[src/rtl/ddr3_ram_arbiter.sv]
// ---------------------------------------------------------------------------
// ddr3_ram_arbiter
//   Shares the single ram_* request/response port of ddr3_core between two
//   pmem-style masters (in0, in1). Round-robin grant; a stalled request is
//   locked onto its port until the core accepts it; each port is limited to
//   MAX_OUTSTANDING accepted-but-unacked requests. The owning port is carried
//   in req_id[15] so responses can be routed back.
//
// Ports
//   clk_i, rst_ni                   clock, asynchronous active-low reset
//   inN_wr_i/rd_i/req_id_i/addr_i/write_data_i   request from master N
//   inN_accept_o                    request of master N accepted this cycle
//   inN_ack_o/error_o               response valid / error for master N
//   inN_read_data_o/resp_id_o       response data / tag (broadcast)
//   out_wr_o/rd_o/req_id_o/addr_o/write_data_o   request to core
//   out_accept_i/ack_i/error_i/read_data_i/resp_id_i  from core
//   resp_err_o                      sticky: ack for a port with nothing open
// ---------------------------------------------------------------------------
module ddr3_ram_arbiter #(
  parameter int MAX_OUTSTANDING = 4
) (
  input  logic         clk_i,
  input  logic         rst_ni,
  input  logic [15:0]  in0_wr_i,
  input  logic         in0_rd_i,
  input  logic [15:0]  in0_req_id_i,
  input  logic [31:0]  in0_addr_i,
  input  logic [127:0] in0_write_data_i,
  output logic         in0_accept_o,
  output logic         in0_ack_o,
  output logic         in0_error_o,
  output logic [127:0] in0_read_data_o,
  output logic [15:0]  in0_resp_id_o,
  input  logic [15:0]  in1_wr_i,
  input  logic         in1_rd_i,
  input  logic [15:0]  in1_req_id_i,
  input  logic [31:0]  in1_addr_i,
  input  logic [127:0] in1_write_data_i,
  output logic         in1_accept_o,
  output logic         in1_ack_o,
  output logic         in1_error_o,
  output logic [127:0] in1_read_data_o,
  output logic [15:0]  in1_resp_id_o,
  output logic [15:0]  out_wr_o,
  output logic         out_rd_o,
  output logic [15:0]  out_req_id_o,
  output logic [31:0]  out_addr_o,
  output logic [127:0] out_write_data_o,
  input  logic         out_accept_i,
  input  logic         out_ack_i,
  input  logic         out_error_i,
  input  logic [127:0] out_read_data_i,
  input  logic [15:0]  out_resp_id_i,
  output logic         resp_err_o
);

  localparam int CW = $clog2(MAX_OUTSTANDING + 1);
  localparam logic [CW-1:0] MAX_C  = CW'(MAX_OUTSTANDING);
  localparam logic [CW-1:0] ONE_C  = CW'(1);
  localparam logic [CW-1:0] ZERO_C = CW'(0);

  typedef enum logic {ST_ARB = 1'b0, ST_LOCKED = 1'b1} state_t;

  state_t        r_state;
  state_t        w_state_nxt;
  logic          r_gnt;
  logic          r_last;
  logic [CW-1:0] r_cnt0;
  logic [CW-1:0] r_cnt1;
  logic          r_resp_err;

  logic w_req0, w_req1, w_elig0, w_elig1;
  logic w_gnt, w_drive, w_accepted;
  logic w_ack0, w_ack1, w_inc0, w_inc1, w_dec0, w_dec1, w_spurious;
  logic w_unused_id;

  // Request id bit 15 of each master is replaced by the port number.
  assign w_unused_id = in0_req_id_i[15] ^ in1_req_id_i[15];

  assign w_req0  = (|in0_wr_i) | in0_rd_i;
  assign w_req1  = (|in1_wr_i) | in1_rd_i;
  assign w_elig0 = w_req0 & (r_cnt0 < MAX_C);
  assign w_elig1 = w_req1 & (r_cnt1 < MAX_C);

  // Grant selection and next lock state.
  always_comb begin
    w_gnt       = 1'b0;
    w_drive     = 1'b0;
    w_state_nxt = r_state;
    case (r_state)
      ST_LOCKED: begin
        // Held port wins; if it dropped its request nothing is driven.
        w_gnt   = r_gnt;
        w_drive = r_gnt ? w_req1 : w_req0;
      end
      ST_ARB: begin
        if (w_elig0 && w_elig1) begin
          w_gnt   = ~r_last;
          w_drive = 1'b1;
        end else if (w_elig0) begin
          w_gnt   = 1'b0;
          w_drive = 1'b1;
        end else if (w_elig1) begin
          w_gnt   = 1'b1;
          w_drive = 1'b1;
        end else begin
          w_gnt   = 1'b0;
          w_drive = 1'b0;
        end
      end
      default: begin
        w_gnt   = 1'b0;
        w_drive = 1'b0;
      end
    endcase
    if (w_drive && !out_accept_i) begin
      w_state_nxt = ST_LOCKED;
    end else begin
      w_state_nxt = ST_ARB;
    end
  end

  // Request mux towards the core.
  always_comb begin
    out_wr_o         = 16'h0000;
    out_rd_o         = 1'b0;
    out_req_id_o     = {1'b0, in0_req_id_i[14:0]};
    out_addr_o       = in0_addr_i;
    out_write_data_o = in0_write_data_i;
    if (w_gnt) begin
      out_req_id_o     = {1'b1, in1_req_id_i[14:0]};
      out_addr_o       = in1_addr_i;
      out_write_data_o = in1_write_data_i;
      if (w_drive) begin
        out_wr_o = in1_wr_i;
        out_rd_o = in1_rd_i;
      end else begin
        out_wr_o = 16'h0000;
        out_rd_o = 1'b0;
      end
    end else begin
      if (w_drive) begin
        out_wr_o = in0_wr_i;
        out_rd_o = in0_rd_i;
      end else begin
        out_wr_o = 16'h0000;
        out_rd_o = 1'b0;
      end
    end
  end

  assign w_accepted   = w_drive & out_accept_i;
  assign in0_accept_o = w_accepted & ~w_gnt;
  assign in1_accept_o = w_accepted &  w_gnt;

  // Response routing: bit 15 of the tag names the owning port.
  assign w_ack0          = out_ack_i & ~out_resp_id_i[15];
  assign w_ack1          = out_ack_i &  out_resp_id_i[15];
  assign in0_ack_o       = w_ack0;
  assign in1_ack_o       = w_ack1;
  assign in0_error_o     = w_ack0 & out_error_i;
  assign in1_error_o     = w_ack1 & out_error_i;
  assign in0_read_data_o = out_read_data_i;
  assign in1_read_data_o = out_read_data_i;
  assign in0_resp_id_o   = {1'b0, out_resp_id_i[14:0]};
  assign in1_resp_id_o   = {1'b0, out_resp_id_i[14:0]};

  // Acks against an empty counter are flagged and otherwise ignored.
  assign w_inc0     = w_accepted & ~w_gnt;
  assign w_inc1     = w_accepted &  w_gnt;
  assign w_dec0     = w_ack0 & (r_cnt0 != ZERO_C);
  assign w_dec1     = w_ack1 & (r_cnt1 != ZERO_C);
  assign w_spurious = (w_ack0 & (r_cnt0 == ZERO_C)) | (w_ack1 & (r_cnt1 == ZERO_C));

  // Lock / grant / round-robin state.
  always_ff @(posedge clk_i or negedge rst_ni) begin
    if (!rst_ni) begin
      r_state <= ST_ARB;
      r_gnt   <= 1'b0;
      r_last  <= 1'b1;
    end else begin
      r_state <= w_state_nxt;
      if (w_drive) begin
        r_gnt <= w_gnt;
      end else begin
        r_gnt <= r_gnt;
      end
      if (w_accepted) begin
        r_last <= w_gnt;
      end else begin
        r_last <= r_last;
      end
    end
  end

  // Outstanding counters; accept and ack in the same cycle cancel out.
  always_ff @(posedge clk_i or negedge rst_ni) begin
    if (!rst_ni) begin
      r_cnt0 <= ZERO_C;
      r_cnt1 <= ZERO_C;
    end else begin
      case ({w_inc0, w_dec0})
        2'b10:   r_cnt0 <= r_cnt0 + ONE_C;
        2'b01:   r_cnt0 <= r_cnt0 - ONE_C;
        default: r_cnt0 <= r_cnt0;
      endcase
      case ({w_inc1, w_dec1})
        2'b10:   r_cnt1 <= r_cnt1 + ONE_C;
        2'b01:   r_cnt1 <= r_cnt1 - ONE_C;
        default: r_cnt1 <= r_cnt1;
      endcase
    end
  end

  // Sticky unexpected-response flag.
  always_ff @(posedge clk_i or negedge rst_ni) begin
    if (!rst_ni) begin
      r_resp_err <= 1'b0;
    end else if (w_spurious) begin
      r_resp_err <= 1'b1;
    end else begin
      r_resp_err <= r_resp_err;
    end
  end

  assign resp_err_o = r_resp_err;

endmodule

[config.mk]
export PLATFORM = sky130hd
export DESIGN_NAME = ddr3_ram_arbiter
export DESIGN_NICKNAME = d
export VERILOG_FILES = /design/src/rtl/ddr3_ram_arbiter.sv
export SDC_FILE = /design/constraint.sdc
export NUM_CORES = 1
export LEC_CHECK = 0
export CORE_AREA = 2 2 403 405
export CTS_CLUSTER_SIZE = 16
export DETAILED_ROUTE_END_ITERATION = 12
export DIE_AREA = 0 0 405 407
export SYNTH_ARGS = -nofsm -noshare
export SYNTH_HDL_FRONTEND = slang
export SYNTH_SLANG_ARGS = --single-unit
export TNS_END_PERCENT = 50
[constraint.sdc]
create_clock -name clk_i -period 2.72 [get_ports clk_i]
set_input_delay 0.272 -clock clk_i [delete_from_list [all_inputs] [get_ports clk_i]]
set_output_delay 0.272 -clock clk_i [all_outputs]
set_load 0.02 [all_outputs]
After elaboration in Yosys (flattened, before gate mapping). Cells that the tools add are included.

Bits in read-only memories: 0. Logic and storage cells: 67. Memories: 0. Latch bits: 0. Flip-flop bits (word level): 10. Memory bits (writable): 0.

Div/mod/pow operators: 0. Reductions and logical operators: 11. Magnitude comparators: 2. Equality and inequality tests: 4. Shift-type cells: 0. Bitwise logic cells: 20. Mux-type cells: 20. Multipliers: 0. $add $sub $neg: 4.

Operators with widths (count): two-way mux 128 bit (1); two-way mux 16 bit (4); two-way mux 32 bit (1); OR reduction 16 bit (2); bitwise AND 1 bit (13); one-hot mux 3 bit (2 select lines) (2); two-way mux 1 bit (10); adder 3 x 1 -> 3 bit, second input constant (2); logical NOT 3 bit (2); less-than comparator 3 bit, second input constant (2); nonzero test 3 bit (2); subtractor 3 x 1 -> 3 bit, second input constant (2); == test 2 x 1 -> 1 bit, second input constant (2); == test 2 bit, second input constant (2); inverter 1 bit (4); one-hot mux 1 bit (2 select lines) (2); nonzero test 2 bit (2); OR 1 bit (3); logical AND 1 bit (2); logical NOT 1 bit (1).

Depth between registers and ports, before layout. Gate-level depths: netlist of run 1.

Word-level depth: 11. Depth in mapped cells: 15.

Least setup slack after synthesis of run 1. Ideal clock, no wire load.

Kind: in2reg. From: input port in0_rd_i. To: register r_cnt1[2]. Setup slack: -0.046 ns. Setup time: 0.079 ns. Stages: 11. Required time: 2.641 ns. Arrival: 2.687 ns. Cells stage by stage: or4_4 o31ai_1 o211ai_2 o211ai_1 nand2b_1 ha_1 inv_1 fa_1 xor2_1 nor2_1 xor2_1.

Longest elaborated chain between the ends: 9. Elaborated cells between the ends (all ways): 16.

Ends and longest elaborated chain: start, declared (line 25) `input logic in0_rd_i,`; OR 1 bit (*) (line 80) `assign w_req0 = (|in0_wr_i) | in0_rd_i;`; bitwise AND 1 bit (line 82) `assign w_elig0 = w_req0 & (r_cnt0 < MAX_C);`; two-way mux 1 bit or logical AND 1 bit (tied branches) (line 100, 97); two-way mux 1 bit (line 97) `if (w_elig0 && w_elig1) begin`; one-hot mux 1 bit (2 select lines) (line 90) `case (r_state)`; bitwise AND 1 bit (line 152) `assign w_accepted = w_drive & out_accept_i;`; bitwise AND 1 bit (*) (line 170) `assign w_inc1 = w_accepted & w_gnt;`; == test 2 x 1 -> 1 bit or == test 2 bit (tied branches) (line 207) `case ({w_inc1, w_dec1})`; one-hot mux 3 bit (2 select lines) or nonzero test 2 bit (tied branches); end signal, assigned (line 208) `2'b10: r_cnt1 <= r_cnt1 + ONE_C;`; end signal, assigned (line 209) `2'b01: r_cnt1 <= r_cnt1 - ONE_C;`; end signal, assigned (line 210) `default: r_cnt1 <= r_cnt1;`; end, declared (line 69) `logic [CW-1:0] r_cnt1;`.

Every way passes the cells marked *; elsewhere a longest branch is shown, timed or not. A chain may end at the register's enable or synchronous reset.

Worst setup path after layout of run 1.
From: input port in1_wr_i[6]. To: output port out_addr_o[22].

Longest elaborated chain between the ends: 8. Elaborated cells between the ends (all ways): 9.

Ends and longest elaborated chain: start, declared (line 34) `input logic [15:0] in1_wr_i,`; OR reduction 16 bit (*) (line 81) `assign w_req1 = (|in1_wr_i) | in1_rd_i;`; OR 1 bit (*) (line 81); bitwise AND 1 bit (*) (line 83) `assign w_elig1 = w_req1 & (r_cnt1 < MAX_C);`; two-way mux 1 bit (line 103) `end else if (w_elig1) begin`; two-way mux 1 bit (line 100) `end else if (w_elig0) begin`; two-way mux 1 bit (*) (line 97); one-hot mux 1 bit (2 select lines) (*) (line 90); two-way mux 32 bit (*) (line 130) `if (w_gnt) begin`; end, declared (line 47) `output logic [31:0] out_addr_o,`.

Marks and branches as above.

==> results of run 1 <==
[cells in the final DEF (no fill, tap or decap), types with 18 or more instances in the layout]
master           Yosys  layout
dlygate4sd2_1        0      20
buf_4              290      48
buf_6               16     125
inv_1               28      25
mux2_2              45      19
buf_12               0      65
mux2_4             131     157
o211ai_1            18      18
mux2i_1             19      19
clkdlybuf4s50_1      0     365
buf_2                5      18
diode_2              0      24
[state kept, by name, indices dropped and copies added, names as in the netlist]
name	flops
r_gnt	1
r_cnt0	3
r_cnt1	3
resp_err_o	1
r_state	1
r_last	1
[through the flow]
step	hold slack [ns]	setup WS, ns
floorplan	-0.0236	0.00962
global placement	0.473	-1.07
detailed placement	0.476	-1.12
CTS	0.376	-0.244
global route	0.396	-0.274
finish	0.365	-0.200
[layout make-up]
class                   instances  area [um^2]
diodes                         24         60.1
clock buffers                   4         78.8
fillers                     18600       146000
inverters                      28          113
multi-input cells             269         3430
flip-flops and latches         10          251
well taps                    2160         2700
repair buffers                687         7720
[layer usage]
metal  up-vias  routed length (um)  GRT usage (%)
met5         -                 159          0.208
met3       161               13100           6.54
li1       2596                   -              -
met4        18                2210           1.92
met1      2848               30200           10.0
met2       833               46700           19.0
[logic make-up (layout without fill, tap and decap cells)]
logic type	count (synthesis)	in the layout	share of synthesized area (%)
buf+inv	344	719	42.1
mux	195	195	44.7
other cells	1	26	0.0630
flops	10	10	4.22
simple gates	32	32	3.09
fa+ha+maj	4	4	1.09
xor+xnor	6	6	0.883
compound gates	30	30	3.82
[where the power goes]
part	internal, mW	total (mW)	switching, mW
registers	0.231	0.287	0.0565
logic	6.55	12.5	5.99
clock network	0.196	0.263	0.0673
[final timing paths]
| kind | startpoint | endpoint | slack, ns | cells past startpoint |
|---|---|---|---|---|
| worst max-delay path | in1_wr_i[6] | out_addr_o[22] | -0.20 | 11 |
| worst min-delay path | rst_ni | resp_err_o | 0.36 | 1 |
| worst max register to register | r_state | r_cnt0[2] | 0.21 | 12 |
| worst min register to register | resp_err_o | resp_err_o | 0.48 | 1 |
| max in group asynchronous | rst_ni | r_last | 2.01 | 1 |
| min in group clk_i | resp_err_o | resp_err_o | 0.48 | 1 |
[what timing repair did]
action / CTS / global route
pin swaps: 16 / 12
setup endpoints to repair: 202 / 196
gates resized for setup: 491 / 106
buffers inserted: 42 / 13
gates cloned: 11 / 3
[worst register-to-register path, stage by stage (launching register included)]
cell,delay (ns)
dfrtp_1,0.40
a211o_1,0.30
o21a_4,0.25
buf_12,0.15
buf_16,0.19
inv_8,0.08
or2_1,0.10
ha_2,0.18
inv_2,0.04
fa_2,0.35
xor2_1,0.16
nor2_1,0.12
xnor2_1,0.12
==> results.json, run 1 <==
{
  "clockBufferDepth": 2,
  "cts.clk_slew.worst_paths_ns": 0.04,
  "post-place-cells": 3092,
  "fmax_mhz": 342,
  "utilization_pct": 8.96,
  "via_per_inst": 2.03,
  "p_total_mw": 13.1,
  "crit_slowest_cell": "or4_4",
  "start_util_pct": 3.72,
  "end_kind": "output port",
  "postSynthCellCount": 622,
  "dr.pass1.iters": 4,
  "criticalPathCategory": "in -> out",
  "post_dp_cell_area_um2": 12800,
  "seq_area_frac_synth_pct": 4.22,
  "worstPathMaxFanout": 8,
  "ys.flop_type": "dfrtp_1",
  "slowest_delay_ns": 0.61,
  "synth_top_area_share_pct": 36.6,
  "ant_nets": 0,
  "p_per_area_nw_per_um2": 912,
  "violations": "setup timing",
  "htreeDepth": 1,
  "port_buffers": 589,
  "skew_ns": 0.00328,
  "area_growth_pct": 141,
  "cts.sinks": 10,
  "path_buf_inv": 6,
  "holdBufCountCts": 0,
  "critical_path.top_delay_family": "buffers and inverters",
  "tritoncts.num_buffers": 3,
  "synthTopCellsByCount": "buf_4 (290), mux2_4 (131), mux2_2 (45), inv_1 (28), mux2i_1 (19)",
  "cts_tree": "done",
  "grt_max_degree": 20,
  "synth-edff-count": 0,
  "syn_area_um2": 5950,
  "hold_path_class": "in -> async",
  "grt.total_usage_pct": 10.5,
  "first_global_vias": 6631,
  "place_congestion": 0.715,
  "core_area_um2": 160000,
  "place_hpwl_mm": 83.6,
  "yosysMostFrequentCell": "buf_4",
  "clockRootBuffer": "clkbuf_16",
  "ys_ff_latch": 10,
  "arrival_ns": 2.65,
  "finalMaxSlewViolations": 0,
  "vias": 6456,
  "async_reset_ff_share_pct": 100,
  "ys_top_cells_by_area": "buf_4 (37%), mux2_4 (33%), mux2_2 (8.5%)",
  "clk_latency_ns": 0.24,
  "syn_avg_cell_area_um2": 9.57,
  "synth_cell_types": 40,
  "wl_per_cell_um": 29.0,
  "period_needed_ns": 2.92,
  "fin_cells": 3182,
  "drc": 0,
  "crit_chain": "buf_6, or4_4, nor3_4, a211o_1, o21a_4, buf_12, buf_12, buf_16, buf_6, mux2_4, buf_4",
  "dr.first_iter.drc_count": 201,
  "maxCapViolCount": 0,
  "pin_count": 1023,
  "layout-drive-gt1-share_pct": 50.8,
  "die_area_um2": 165000,
  "num_rows": 147,
  "antenna_found_initial": 84,
  "routed_wl_mm": 92.3,
  "rsz0062_at_grt": "yes",
  "yosysWarnings": 0,
  "die_w_um": 405,
  "die_h_um": 407,
  "tns_ns": -11.47,
  "fin_crit_sh_pct": 107,
  "final_area_um2": 14400,
  "leakage_nw": 5.63,
  "cp.required_ns": 2.45,
  "nNetsFinal": 1538,
  "setup-violations-final": 128,
  "layout_setup_ws_ns": -0.200,
  "gr-total-overflow": 0,
  "yosys.area.top_type": "buf_4",
  "vdd_ir_drop_max_mv": 0.379,
  "hold_violations": 0,
  "grt_pass1_wl_mm": 103,
  "cp-start-kind": "input port",
  "outcome": "finished, violations left"
}
No activity file was read; power rests on OpenSTA's default activity.
==> run 2: changes to the inputs <==
MAX_ROUTING_LAYER = met4   (was not set)
PLACE_DENSITY_LB_ADDON = 0.08   (was not set)
==> run 2 against run 1 <==
  * The flow still finishes with violations (setup timing)
  * Critical path type unchanged
  * Cell area decreased by 6.2%
  * Maximum frequency is 1.2% higher
  * Worst hold slack improved by 0.040 ns
  * Critical path depth up 1
  * Highest routed layer is now met4
==> results.json, run 2 (same netlist as run 1, synthesis figures left out) <==
{
  "outcome": "finished, violations left",
  "violations": "setup timing",
  "arrival_ns": 2.61,
  "area_growth_pct": 126,
  "criticalPathCategory": "in -> out",
  "port_buffers": 589,
  "end_kind": "output port",
  "crit_chain": "buf_6, or4_4, buf_6, nor3_4, a21oi_2, o21a_4, buf_12, buf_16, buf_6, buf_6, mux2_4, buf_6",
  "worstMarginPinSlew_ns": 0.569,
  "hold_violations": 0,
  "htreeDepth": 1,
  "clk_latency_ns": 0.24,
  "place_congestion": 0.715,
  "wl_per_cell_um": 13.2,
  "via_per_inst": 1.79,
  "fmax_mhz": 347,
  "die_h_um": 407,
  "die_area_um2": 165000,
  "pin_count": 1023,
  "cts.sinks": 10,
  "grt.total_usage_pct": 4.76,
  "leakage_nw": 5.28,
  "num_rows": 147,
  "grt_max_degree": 19,
  "layout_setup_ws_ns": -0.165,
  "dp_slack_ns": -0.914,
  "rrSetupSlack_ns": 0.25,
  "vdd_ir_drop_max_mv": 0.243,
  "gr-total-overflow": 0,
  "multi_input_area_um2": 3370,
  "p_per_area_nw_per_um2": 768,
  "nNetsFinal": 1554,
  "finalMaxSlewViolations": 0,
  "final_common_cell": "clkdlybuf4s50_1",
  "slowest_delay_ns": 0.55,
  "routed_wl_mm": 42.0,
  "maxCapViolCount": 0,
  "start_util_pct": 3.72,
  "final_area_um2": 13500,
  "die_w_um": 405,
  "cp-start-kind": "input port",
  "dr.pass1.iters": 4,
  "relSlewSlack_pct": 61.9,
  "setup-violations-final": 106,
  "tritoncts.num_buffers": 3,
  "grt_pass1_wl_mm": 52.6,
  "vias": 5701,
  "core_area_um2": 160000,
  "fin_hold_ws_ns": 0.405,
  "cts_tree": "done",
  "regArea_um2": 251,
  "post_dp_cell_area_um2": 12800,
  "ant_nets": 0,
  "layout-drive-gt1-share_pct": 51.8,
  "hold_path_class": "in -> async",
  "first_global_vias": 6259,
  "rsz0062_at_grt": "yes",
  "period_needed_ns": 2.89,
  "cts.clk_slew.worst_paths_ns": 0.04,
  "place_hpwl_mm": 36.9,
  "worstPathMaxFanout": 8,
  "dr.first_iter.drc_count": 124,
  "fin_crit_sh_pct": 106,
  "antenna_found_initial": 6,
  "cp.required_ns": 2.45,
  "n_fill_cell": 18700,
  "skew_ns": 0.00161,
  "reg.largest.list": "r_cnt0: 3 flops, r_cnt1: 3 flops",
  "clockBufferDepth": 2,
  "final_cell_mix": "clkdlybuf4s50_1 (367), mux2_4 (134), buf_6 (119), buf_4 (75), buf_2 (53)",
  "utilization_pct": 8.41,
  "crit_slowest_cell": "or4_4",
  "crit_path_frequent_cell": "buf_6",
  "drc": 0,
  "clockRootBuffer": "clkbuf_16",
  "holdBufCountCts": 0
}
==> run 2: worst paths after layout <==
check                                  from                    end  cells past startpoint
max in group asynchronous            rst_ni              r_cnt1[2]                      1
worst min register to register   resp_err_o             resp_err_o                      1
worst max register to register      r_state              r_cnt0[2]                     13
worst min-delay path                 rst_ni             resp_err_o                      1
worst max-delay path            in0_wr_i[2]  out_write_data_o[100]                     12
min in group clk_i               resp_err_o             resp_err_o                      1
==> run 2: area by class of cell <==
type | count | share of cell area [%]
Tap cell | 2160 | 20.1
Inverter | 28 | 0.780
Clock buffer | 4 | 0.585
Multi-Input combinational cell | 269 | 25.0
Sequential cell | 10 | 1.87
Antenna cell | 5 | 0.0928
Timing Repair Buffer | 703 | 51.6
==> run 2: power breakdown <==
group | internal, mW | switching (mW) | leakage, nW
clock | 0.197 | 0.0717 | 0.0382
sequential | 0.231 | 0.0515 | 0.114
combinational | 5.38 | 4.42 | 5.13
==> run 2: layer usage <==
layer	GRT usage, %	wire [um]	part of all wire, %	vias up
li1	-	-	-	2603
met1	4.35	14000	33	2497
met3	3.18	6610	16	12
met5	-	0	0	-
met4	0.262	215	0.51	0
met2	8.55	21100	50	589
==> run 2: critical path, delay by kind of cell <==
kind	cells	cell delay [ns]
buf+inv	7	0.93
simple gates	2	0.74
mux	1	0.29
compound gates	2	0.34
==> run 2: what timing repair did <==
| item | 4_1_cts | 5_1_grt |
|---|---|---|
| resized for setup | 683 | 316 |
| gates cloned | 5 | 2 |
| endpoints found under the setup margin | 201 | 188 |
| pin swaps | 18 | 10 |
| setup buffers | 34 | 11 |
==> run 2: stage by stage <==
step,instances,setup TNS [ns],total power [mW]
floorplan,623,0,5.59
global placement,3124,-149.49,9.11
detailed placement,3124,-151.13,8.98
CTS,3165,-11.02,10.1
global route,3179,-15.88,11.0
finish,3179,-5.93,10.4
==> run 3: changes to the inputs <==
PLACE_DENSITY = 0.3   (was not set)
PLACE_DENSITY_LB_ADDON = not set   (was 0.08)
==> run 3 against run 2 <==
  * Critical endpoint is now out_addr_o[10]
  * Cell area rose by 4.0%
  * Maximum frequency grew 1.4%
  * Core utilization is 0.33 points higher
  * Total power increased by 17%
  * Routed wire length grew 77%
  * Sequential share of layout area shrank 0.071 points
  * Critical path depth is 2 lower
  * Via count increased by 9.2%
  * The run still ends with setup timing left
==> results.json, run 3 (same netlist as run 1, synthesis figures left out) <==
{
  "outcome": "finished, violations left",
  "violations": "setup timing",
  "leakage_nw": 5.50,
  "crit_slowest_cell": "clkdlybuf4s50_1",
  "rrSetupSlack_ns": 0.18,
  "p_per_area_nw_per_um2": 867,
  "dr.first_iter.drc_count": 213,
  "criticalPathCategory": "in -> out",
  "final_cell_mix": "clkdlybuf4s50_1 (367), mux2_4 (143), buf_6 (119), buf_4 (55), buf_12 (51)",
  "num_rows": 147,
  "core_area_um2": 160000,
  "first_global_vias": 6639,
  "end_kind": "output port",
  "drc": 0,
  "fmax_mhz": 352,
  "tns_ns": -6.82,
  "place_congestion": 0.756,
  "period_needed_ns": 2.84,
  "via_per_inst": 1.96,
  "worstMarginPinSlew_ns": 0.553,
  "antenna_found_initial": 35,
  "grt_max_degree": 19,
  "pin_count": 1023,
  "hold_path_class": "in -> async",
  "dr.pass1.iters": 4,
  "port_buffers": 589,
  "vias": 6228,
  "skew_ns": 0.000339,
  "rsz0062_at_grt": "yes",
  "die_w_um": 405,
  "final_common_cell": "clkdlybuf4s50_1",
  "maxCapViolCount": 0,
  "clockRootBuffer": "clkbuf_16",
  "cts.sinks": 10,
  "cp.required_ns": 2.45,
  "setup-violations-final": 92,
  "routed_wl_mm": 74.4,
  "relSlewSlack_pct": 63.0,
  "worstPathMaxFanout": 7,
  "clk_latency_ns": 0.24,
  "crit_path_frequent_cell": "buf_12",
  "layout_setup_ws_ns": -0.125,
  "grt_pass1_wl_mm": 86.5,
  "hold_violations": 0,
  "clockBufferDepth": 2,
  "grt.total_usage_pct": 8.69,
  "cp-start-kind": "input port",
  "htreeDepth": 1,
  "die_area_um2": 165000,
  "tritoncts.num_buffers": 3,
  "cts.clk_slew.worst_paths_ns": 0.04,
  "place_hpwl_mm": 67.1,
  "finalMaxSlewViolations": 0,
  "n_fill_cell": 18700,
  "slowest_delay_ns": 0.50,
  "die_h_um": 407,
  "nNetsFinal": 1543,
  "arrival_ns": 2.57,
  "crit_chain": "clkdlybuf4s50_1, nor3_2, and3_4, a211o_1, o21a_4, buf_12, buf_12, buf_12, mux2_4, buf_6",
  "wl_per_cell_um": 23.4,
  "cts_tree": "done",
  "fin_crit_sh_pct": 105,
  "vdd_ir_drop_max_mv": 0.387,
  "holdBufCountCts": 0,
  "start_util_pct": 3.72,
  "ant_nets": 0,
  "layout-drive-gt1-share_pct": 48.2,
  "gr-total-overflow": 0,
  "reg.largest.list": "r_cnt0: 3 flops, r_cnt1: 3 flops",
  "p_total_mw": 12.1,
  "area_growth_pct": 135
}
## run 3: per-stage QoR
stage	utilization [%]	setup WS [ns]	cells	hold slack, ns	cell area (um^2)
finish	8.75	-0.125	3173	0.395	14000
global route	8.75	-0.229	3173	0.419	14000
CTS	8.63	-0.207	3153	0.408	13800
detailed placement	8.10	-0.752	3120	0.488	13000
global placement	8.10	-0.756	3120	0.485	13000
floorplan	-	0.00962	623	-0.0236	6020
## run 3: layer usage
metal,wire length [um],global-route usage [%],vias up
met5,0,-,-
met2,32300,13.2,759
met1,29700,9.66,2815
li1,-,-,2584
met4,2590,2.30,0
met3,9860,5.01,70
## run 3: area by class of cell
cell class	instances	area [um^2]	share of cell area, %
multi-input cells	269	3390	24.2
diodes	10	25.0	0.179
clock buffers	4	88.8	0.634
well taps	2160	2700	19.3
flip-flops and latches	10	251	1.79
repair buffers	692	7440	53.1
inverters	28	108	0.768
## run 3: power by group
| part | switching [mW] | total, mW | internal (mW) |
|---|---|---|---|
| sequential | 0.0552 | 0.286 | 0.231 |
| clock | 0.0754 | 0.297 | 0.222 |
| combinational | 5.65 | 11.6 | 5.92 |
| total | 5.78 | 12.1 | 6.37 |
## run 3: repair_timing
action                     CTS  global route
resized for setup          509            58
pin swaps                   17            12
cloned                       9             2
setup buffers               21            11
setup endpoints to repair  201           185
## run 3: worst paths after layout
kind | end | start | cells after the start
worst max register to register | r_cnt1[2] | r_state | 12
worst min-delay path | resp_err_o | rst_ni | 1
worst min register to register | r_cnt1[0] | r_cnt1[0] | 1
max in group asynchronous | r_last | rst_ni | 1
min in group clk_i | r_cnt1[0] | r_cnt1[0] | 1
worst max-delay path | out_addr_o[10] | in1_wr_i[3] | 10
## run 3: critical path, delay by kind of cell
kind,cells,cell delay [ns]
AND/OR/NAND/NOR,2,0.20
buffers and inverters,5,1.14
multiplexers,1,0.36
AO/OA/AOI/OAI,2,0.56
